### src/rtl/wtf_alu_accum.sv
// Switch/key ALU stage: synchronises switches, debounces four keys, and holds a
// stored operand that the selected ALU op combines with the switch value.
`timescale 1ns/1ps
module wtf_alu_accum #(
    parameter int unsigned WIDTH           = 8,
    parameter int unsigned DEBOUNCE_CYCLES = 50000
) (
    input  logic             clk,
    input  logic             rst_n,
    input  logic [WIDTH-1:0] sw,
    input  logic [3:0]       key,
    output logic [WIDTH-1:0] stored_value,
    output logic [WIDTH-1:0] result,
    output logic [2:0]       op,
    output logic             carry,
    output logic             ovf,
    output logic             zero,
    output logic [3:0]       key_pulse
);

    localparam int unsigned NKEYS = 4;
    localparam int unsigned MSB   = WIDTH - 1;
    localparam int unsigned CNT_W = $clog2(DEBOUNCE_CYCLES);
    localparam logic [CNT_W-1:0] CNT_LAST = CNT_W'(DEBOUNCE_CYCLES - 1);

    localparam logic [2:0] OP_ADD = 3'd0;
    localparam logic [2:0] OP_SUB = 3'd1;
    localparam logic [2:0] OP_AND = 3'd2;
    localparam logic [2:0] OP_OR  = 3'd3;
    localparam logic [2:0] OP_XOR = 3'd4;

    logic [WIDTH-1:0] sw_meta;
    logic [WIDTH-1:0] sw_sync;
    logic [NKEYS-1:0] key_meta;
    logic [NKEYS-1:0] key_sync;
    logic [NKEYS-1:0] key_state;
    logic [CNT_W-1:0] deb_cnt [NKEYS];

    logic [WIDTH:0]   sum_c;
    logic [WIDTH:0]   diff_c;
    logic [WIDTH-1:0] alu_res_c;
    logic             alu_carry_c;
    logic             alu_ovf_c;
    logic [WIDTH-1:0] stored_next_c;
    logic [2:0]       op_next_c;

    // Two-flop synchronisers for the asynchronous switch and key inputs.
    always_ff @(posedge clk or negedge rst_n) begin
        if (!rst_n) begin
            sw_meta  <= '0;
            sw_sync  <= '0;
            key_meta <= '0;
            key_sync <= '0;
        end else begin
            sw_meta  <= sw;
            sw_sync  <= sw_meta;
            key_meta <= key;
            key_sync <= key_meta;
        end
    end

    // Per-key debounce; a level must differ for DEBOUNCE_CYCLES samples to flip.
    always_ff @(posedge clk or negedge rst_n) begin
        if (!rst_n) begin
            for (int i = 0; i < int'(NKEYS); i++) begin
                deb_cnt[i] <= '0;
            end
            key_state <= '0;
            key_pulse <= '0;
        end else begin
            key_pulse <= '0;
            for (int i = 0; i < int'(NKEYS); i++) begin
                if (key_sync[i] == key_state[i]) begin
                    deb_cnt[i] <= '0;
                end else if (deb_cnt[i] == CNT_LAST) begin
                    deb_cnt[i]   <= '0;
                    key_state[i] <= key_sync[i];
                    key_pulse[i] <= key_sync[i];
                end else begin
                    deb_cnt[i] <= deb_cnt[i] + CNT_W'(1);
                end
            end
        end
    end

    // ALU evaluated one bit wider so the top bit gives carry / borrow.
    always_comb begin
        sum_c       = {1'b0, sw_sync} + {1'b0, stored_value};
        diff_c      = {1'b0, sw_sync} - {1'b0, stored_value};
        alu_res_c   = '0;
        alu_carry_c = 1'b0;
        alu_ovf_c   = 1'b0;
        case (op)
            OP_ADD: begin
                alu_res_c   = sum_c[WIDTH-1:0];
                alu_carry_c = sum_c[WIDTH];
                alu_ovf_c   = (sw_sync[MSB] == stored_value[MSB]) && (sum_c[MSB] != sw_sync[MSB]);
            end
            OP_SUB: begin
                alu_res_c   = diff_c[WIDTH-1:0];
                alu_carry_c = diff_c[WIDTH];
                alu_ovf_c   = (sw_sync[MSB] != stored_value[MSB]) && (diff_c[MSB] != sw_sync[MSB]);
            end
            OP_AND:  alu_res_c = sw_sync & stored_value;
            OP_OR:   alu_res_c = sw_sync | stored_value;
            OP_XOR:  alu_res_c = sw_sync ^ stored_value;
            default: alu_res_c = '0;
        endcase
    end

    // Key actions: clear dominates, then accumulate, then store.
    always_comb begin
        stored_next_c = stored_value;
        op_next_c     = op;
        if (key_pulse[3]) begin
            stored_next_c = '0;
        end else if (key_pulse[2]) begin
            stored_next_c = result;
        end else if (key_pulse[1]) begin
            stored_next_c = sw_sync;
        end
        if (key_pulse[3]) begin
            op_next_c = OP_ADD;
        end else if (key_pulse[0]) begin
            op_next_c = (op == OP_XOR) ? OP_ADD : op + 3'd1;
        end
    end

    always_ff @(posedge clk or negedge rst_n) begin
        if (!rst_n) begin
            stored_value <= '0;
            op           <= OP_ADD;
            result       <= '0;
            carry        <= 1'b0;
            ovf          <= 1'b0;
            zero         <= 1'b1;
        end else begin
            stored_value <= stored_next_c;
            op           <= op_next_c;
            result       <= alu_res_c;
            carry        <= alu_carry_c;
            ovf          <= alu_ovf_c;
            zero         <= (alu_res_c == '0);
        end
    end

endmodule

### config.mk
export PLATFORM = sky130hd
export DESIGN_NAME = wtf_alu_accum
export DESIGN_NICKNAME = d
export VERILOG_FILES = /design/src/rtl/wtf_alu_accum.sv
export SDC_FILE = /design/constraint.sdc
export NUM_CORES = 1
export LEC_CHECK = 0
export ABC_CLOCK_PERIOD_IN_PS = 6300
export CORE_MARGIN = 5
export CORE_UTILIZATION = 50
export DETAILED_ROUTE_END_ITERATION = 12
export PLACE_DENSITY = 0.7
export SYNTH_ARGS = -nofsm -noshare
export SYNTH_HDL_FRONTEND = slang
export SYNTH_SLANG_ARGS = --single-unit
### constraint.sdc
create_clock -name clk -period 6.3 [get_ports clk]
set_input_delay 0.945 -clock clk [delete_from_list [all_inputs] [get_ports clk]]
set_output_delay 0.945 -clock clk [all_outputs]
set_load 0.01 [all_outputs]
Yosys cells after proc, flatten, opt, wreduce, memory -nomap -nowiden
Cells that the tools add are included.

word-level totals
  word-level logic and storage cells = 84
  output and inout port bits = 26
  ROM bits = 0
  memories kept = 0
  bits in registers = 118
  latch bits = 0
  bits in writable memories = 0

cells by class
  $mul = 0
  $add $sub $neg = 7
  order comparisons = 0
  div/mod/pow operators = 0
  mux-type cells = 25
  shift operators = 0
  bitwise logic cells = 7
  equal/unequal tests = 16
  reductions and logical operators = 10

operators with widths
  kind                   count
  $mux 16                8
  $add 16x1->16 const B  4
  $eq 16x16->1 const B   4
  $pmux 8 s5             1
  $mux 8                 3
  $add 8x8->9            1
  $mux 3                 3
  $sub 8x8->9            1
  $and 8x8->8            1
  $logic_not 8->1        1
  $mux 1                 8
  $or 8x8->8             1
  $reduce_and 2->1       4
  $xor 8x8->8            1
  $eq 3x2->1 const B     2
  $eq 1x1->1             5
  $not 1->1              4
  $pmux 1 s2             2
  $add 3x1->3 const B    1
  $eq 3x1->1 const B     1
  $eq 3x3->1 const B     1
  $logic_not 3->1        1
  $ne 1x1->1             3
  $reduce_bool 3->1      1
  other kinds (2)        3

Logic depth before layout (Yosys ltp)
  word-level depth = 4
  depth in mapped cells = 11

Worst setup path after synthesis
Ideal clock, no wire load.

  path type = register -> register
  start point = register stored_value[0]
  end point = register zero
  slack = 3.642 ns
  stages on the path, launching flop included = 10
  arrival time = 2.569 ns
  clock period less this slack = 2.658 ns
  buffers on the path = 0
  cell sequence = dfrtp_1 ha_1 inv_1 fa_1 inv_1 a222oi_1 o221ai_1 or3_1 or4_4 nor4b_2

on the way
  longest elaborated chain between the ends = 3
  elaborated cells between the ends (all ways) = 7

ends and longest elaborated chain
  what                                               RTL line  RTL
  from (decl)                                        12        output logic [WIDTH-1:0] stored_value,
  from (signal assigned)                             138       stored_value <= stored_next_c;
  $sub 8x8->9 / $add 8x8->9 (equally long branches)  89, 88
  $pmux 8 s5 (*)                                     93        case (op)
  named net alu_res_c[1]                             41        logic [WIDTH-1:0] alu_res_c;
  $logic_not 8->1 (*)                                143       zero <= (alu_res_c == '0);
  to (signal assigned)                               143
  to (decl)                                          17        output logic zero,

The timed path passes the listed nets; every way through them passes the cells marked *.
A chain may end at the register's enable or synchronous reset.

Worst setup path in the final report
Ends and elaborated chain as after synthesis.

==> results.tsv <==
stage	metric	value	unit
placed_design	placed instance count	754	
clocking	Post-CTS Hold Fix Bufs	0	
clocking	H-Tree Depth	4	
worst_setup_path	critical path class	flop to flop	
sta	worst-margin pin slew	0.821	ns
global_routing	total gr overflow	0	
finish	diode count	0	
die	Die Span X	119	um
clocking	Clk pin slew, worst setup/hold paths	0.05	ns
sta	RSZ-0062 raised after global routing	false	
yosys	Post-Synth Simple-Gate Area	0.190	
worst_setup_path	Worst R2R Start	stored_value[0]	
finish	final core occ	0.609	
sta	Max Slew Vio Count	0	
die	core area	11500	sq um
pwr	Max IR drop VDD	215	uV
die	io pins	40	
worst_setup_path	cell repeated most along the worst path	inv_1	
sta	FMAX	0.357	GHz
yosys	Synth Area in XOR/XNOR	0.0919	
yosys	Post-synth top cells	dfrtp_1, nor2_1, xor2_1, nand2_1	
yosys	Yosys reg bits	118	
finish	fin cells	786	
sta	final critical-path share of the clock period	0.444	
sta	final hold viol count	0	
drt	routed length per instance	16.1	um
yosys	cells after synthesis	585	
yosys	synthesized area per cell	10.1	sq um
worst_setup_path	crit path DAT	3.12	ns
drt	final routed DRC violation total	0	
worst_setup_path	Max FO, Critical Path	5	
yosys	most frequent cell after synthesis	dfrtp_1	
finish	Nets	680	
yosys	Synth area leader	dfrtp_1	
clocking	clock sink total	118	
placed_design	Place WS	3.50	ns
clocking	postcts setup bufs	0	
global_routing	pin count of the biggest net entering global routing	66	
global_routing	GRT Overall Usage	0.194	
finish	Area Growth Syn to Fin	18.8	%
yosys	main combinational cell family by area after synthesis	simple AND/OR/NAND/NOR gates	
yosys	EDFF count, synth	0	
clocking	root buf cell	clkbuf_16	
worst_hold_path	Worst Hold Endpoint	key_sync[3]	
yosys	Seq/Total Area, Yosys	0.500	
global_routing	initial antenna violation count	0	
sta	relative slew slack	0.453	
drt	vias per inst	5.46	
yosys	top area cells in the synthesized netlist	dfrtp_1, ha_1, xor2_1	
drt	DRT iter0 DRCs	277	
finish	FILL cells	938	
pwr	Static Leak	3.18	nW
yosys	Cell Area, Synth	5910	sq um
worst_setup_path	R2R Setup Slk	3.50	ns
clocking	PostCTS Resize Cnt	0	
yosys	post-synthesis compound-gate area fraction	0.0773	
placed_design	Port Buf Inserts	39	
worst_hold_path	Hold Crit Start	key_meta[3]	
die	Initial Util	0.513	
worst_setup_path	CP Capture Type	flop	
drt	drt first pass iters	5	
global_routing	first-pass GRT wire length	22000	um
clocking	CTS buffer count	17	
worst_setup_path	worst-path cell chain	ha_1 > inv_1 > fa_1 > inv_1 > a222oi_1 > o221ai_1 > or3_1 > or4_4 > nor4b_2	
yosys	top-area cell type share of the netlist area	0.496	
sta	# setup viols final	0	
drt	DRT antenna net count	0	
yosys	multiplexer share of the synthesized area	0.0280	
sta	clock skew	0.00520	ns
placed_design	GPL Wtd Cong	0.854	
yosys	syn_nets	635	
worst_setup_path	Worst Setup SP	stored_value[0]	
yosys	Post-synth ARST share	1.00	
drt	Routed WL	12600	um
finish	share of cells above drive strength 1	0.0638	
die	Die Area	14100	sq um
sta	Final WS setup	3.50	ns
flow_run	Max Cap Viol	0	
yosys	ys flop type	dfrtp_1	
placed_design	placed cell area	6410	sq um
finish	footprint of the multi-input gates	2750	sq um
pwr	PwrDens	266	nW/um^2
die	Die H	119	um
worst_setup_path	Max stage delay on crit path	0.47	ns
clocking	number of buffers on the longest clock path	2	
worst_setup_path	CP Data Required Time	6.63	ns
drt	DR vias	4294	
global_routing	vias in the first global route	4420	
yosys	library cells used by synthesis	53	
clocking	CTS tree	yes	
clocking	Clock Latency Late Sink	0.41	ns
finish	design area	7020	sq um
worst_hold_path	worst hold stages	0	
placed_design	dpl hpwl	8520	um
sta	final setup TNS	0	ns
finish	register area	2950	sq um
worst_setup_path	cells on worst reg2reg path	9	
worst_setup_path	slowest CP cell	fa_1	
yosys	Adder-Cell Fraction of Synth Area	0.0788	
yosys	synth warn	0	
worst_setup_path	R2R Path End	zero	
sta	Final Critical Period	2.80	ns
worst_hold_path	Hold Path Class	flop to flop	
worst_setup_path	CP startpoint kind	flop	
status	outcome	finished, final reports clean	
die	row count	39	
[worst max path at each step]
| stage | to | slack (ns) | cells after the start |
|---|---|---|---|
| after floorplan | zero | 3.64 | 9 |
| after global placement | zero | 3.55 | 9 |
| after detailed placement | zero | 3.50 | 9 |
| after CTS | key_pulse[2] | 3.46 | 1 |
| after global routing | zero | 3.35 | 9 |
| final | zero | 3.50 | 9 |
[logic make-up after synthesis]
| logic type | after synthesis |
|---|---|
| simple gates | 233 |
| flops | 118 |
| compound gates | 71 |
| xor+xnor | 62 |
| buf+inv | 49 |
| fa+ha+maj | 36 |
| mux | 16 |
[state kept, by name (all words and copies together) (netlist names)]
signal,flops
ovf,1
sw_meta,8
op,3
carry,1
zero,1
key_sync,4
sw_sync,8
stored_value,8
key_meta,4
key_pulse,4
key_state,4
deb_cnt,64
result,8
[metrics by stage]
| step | total power, mW | hold slack (ns) |
|---|---|---|
| after detailed placement | 0.885 | 0.335 |
| after floorplan | 0.840 | 0.331 |
| after CTS | 1.88 | 0.346 |
| after global routing | 1.93 | 0.361 |
| final | 1.86 | 0.346 |
| after global placement | 0.882 | 0.332 |
[layout by cell type (no fill, tap or decap), drive strengths merged, types with 19 or more instances in the layout]
master	instances
clkdlybuf4s50	38
and3	19
xor2	44
nor2	90
dfrtp	117
nand2	36
inv	34
nand3	31
clkbuf	21
ha	34
a21oi	29
[critical path, delay by kind of cell (launching register included)]
kind / cells / cell delay, ns
adder cells (fa/ha/maj): 2 / 0.71
buffers and inverters: 2 / 0.11
flip-flops: 1 / 0.41
AO/OA/AOI/OAI: 2 / 0.48
AND/OR/NAND/NOR: 3 / 0.99
[layout make-up]
| type | instances | share of cell area |
|---|---|---|
| repair buffers | 40 | 0.0563 |
| flip-flops and latches | 118 | 0.421 |
| clock inverters | 11 | 0.0221 |
| well taps | 143 | 0.0255 |
| inverters | 35 | 0.0187 |
| clock buffers | 21 | 0.0642 |
| multi-input cells | 418 | 0.392 |
[per-layer routing]
metal	wire, um	part of all wire	global-route usage	vias up
met5	0	0	0	-
met4	263	0.021	0.0681	0
met3	566	0.045	0.0621	19
met2	6050	0.48	0.301	103
met1	5750	0.46	0.257	2085
li1	-	-	-	2087
[power breakdown]
group          total (mW)  internal, mW  switching (mW)
clock network       0.992         0.666           0.326
registers           0.791         0.776          0.0142
logic              0.0811        0.0325          0.0486
total                1.86          1.47           0.389
Note: power is estimated with default switching activity, not from simulation.
==> patch, RTL diff (config.mk and constraints unchanged) <==
`DEBOUNCE_CYCLES`: 50000 -> 100000.
--- a/src/rtl/wtf_alu_accum.sv
+++ b/src/rtl/wtf_alu_accum.sv
@@ -4,5 +4,5 @@
 module wtf_alu_accum #(
     parameter int unsigned WIDTH           = 8,
-    parameter int unsigned DEBOUNCE_CYCLES = 50000
+    parameter int unsigned DEBOUNCE_CYCLES = 100000
 ) (
     input  logic             clk,
Function: same outputs for any inputs over 10 cycles, from zero or initial values and one cycle with rst_n low; that may be too few to reach the edited logic, so the function may still have changed.
==> patch against the unedited design <==
- via count up 4.9%
- wire length up 1.9%
- area after synthesis up 4.5%
- worst hold slack better by 0.00065 ns
- setup slack better by 0.0065 ns
- sequential cell count up 4
- total power up 3.3%
- final area up 4.1%
- critical endpoint is now key_pulse[2]
- largest cell class unchanged
- largest power group unchanged
==> patch: results (changes against the unedited design) <==
Finish
  – N_diodes: 0 (unchanged)
  – Post-route insts no fill: 835 (+6.2%)
  – Layout cells sized above 1: 6.75% (+0.37 points)
  – Final nets: 703 (+3.4%)
  – Max reg flops: 68 (+6.3%)
  – Fill count: 989 (+5.4%)

Critical path
  – Critical-path cell with the highest stage delay: dfrtp_1
  – WP data arrival: 1.85 ns (-1.27 ns)
  – Worst-path maximum fanout: 17 (+12)
  – CP delay by family, top: flip-flops
  – Worst reg2reg path startpoint: sw_sync[0]
  – Kind of critical path: reg2out
  – Slowest cell delay on critical path: 0.76 ns (+0.29 ns)
  – CP endpoint: key_pulse[2]
  – Crit path launch: key_pulse[2]

Placed design
  – Post-Place Cells: 803 (+6.5%)
  – Placed cell areas: 0.00669 mm^2 (+4.3%)
  – RD Place Congestion: 0.881 (+3.2%)
  – Port Buffer Count: 39 (unchanged)
  – DP HPWL: 8.63 mm (+1.4%)
  – Pre-CTS setup slack: 3.60 ns (+0.0950 ns)

Synth
  – Syn nets: 660 (+3.9%)
  – Synth Area in Compound Gates: 7.60% (-0.13 points)
  – Top cells by count, synth: dfrtp_1 (121), nor2_1 (107), xor2_1 (44)
  – Mux contribution to synthesized area: 2.35% (-0.45 points)
  – Adder-Cell Fraction of Synth Area: 7.34% (-0.54 points)
  – Sequential-to-total area share from yosys stat: 49.5% (-0.55 points)
  – Count of cell types in the netlist: 62 (+17%)
  – Synth Area in XOR/XNOR: 9.51% (+0.31 points)
  – Synth Area per Inst: 10.1 um^2 (about the same)
  – Synth top area cells: dfrtp_1 (49%), ha_1 (6.7%), nor2_1 (6.5%)

Hold path
  – Endpoint, Worst Hold: sw_sync[1]
  – Hold crit path type: reg2reg
  – Hold Crit Start: sw_meta[1]

Power and ir drop
  – Switching pwr: 0.415 mW (+6.8%)
  – Lkg Pwr: 3.21 nW (+0.81%)
  – Worst VDD drop: 0.184 mV (-15%)

STA
  – Final Hold Slack: 0.346 ns (+0.000649 ns)
  – Slew headroom: 47.5% (+2.2 points)
  – Clock skew: 0.0187 ns (+0.0135 ns)
  – Crit path time final: 2.79 ns (-0.00647 ns)

Outcome
  – Outcome: completed

GRT
  – Vias in the first global route: 4486 (+1.5%)
  – Met2 Resource Use GR: 29.2% (-0.88 points)
  – Tot GR Track Use: 18.9% (-0.50 points)
  – GR Util met1: 24.9% (-0.83 points)
  – Largest net degree at the start of global routing: 65 (-1.5%)
  – First-pass GRT wire length: 22.0 mm (about the same)
  – Met3 Track Usage GR: 5.87% (-0.33 points)

Detailed routing
  – Vias per Instance: 5.40 (-1.2%)
  – DR pass1 iterations: 6 (+1)
  – Iter 0 DRT Violations: 328 (+18%)
  – Drt wl/cell: 15.4 um (-4.0%)
  – Metal2 WL: 6.17 mm (+2.1%)
-- patch: cell types whose count changed after synthesis, sizes merged, moves of 4 or more --
| cell | change |
|---|---|
| dfrtp | +4 |
| o21ai | -6 |
| xnor2 | +5 |
| or3 | -4 |
| a21oi | -9 |
| nor2 | +17 |
| and3 | -9 |
| and4 | +6 |
| nor3 | +7 |
| nand3 | +4 |
-- patch: power by group through the flow --
stage / clock network, mW / registers (mW) / logic, mW
3_5_place_dp: 0 / 0.829 / 0.0857
6_report: 1.02 / 0.816 / 0.0847
2_1_floorplan: 0 / 0.827 / 0.0441
5_1_grt: 1.08 / 0.818 / 0.0964
3_3_place_gp: 0 / 0.828 / 0.0838
4_1_cts: 1.04 / 0.816 / 0.0862
-- patch: layout make-up --
type	instances	area, um^2	share of cell area [%]
Timing Repair Buffer	40	395	5.41
Clock buffer	22	454	6.22
Inverter	33	124	1.70
Clock inverter	10	166	2.28
Tap cell	168	210	2.88
Multi-Input combinational cell	440	2900	39.7
Sequential cell	122	3050	41.8
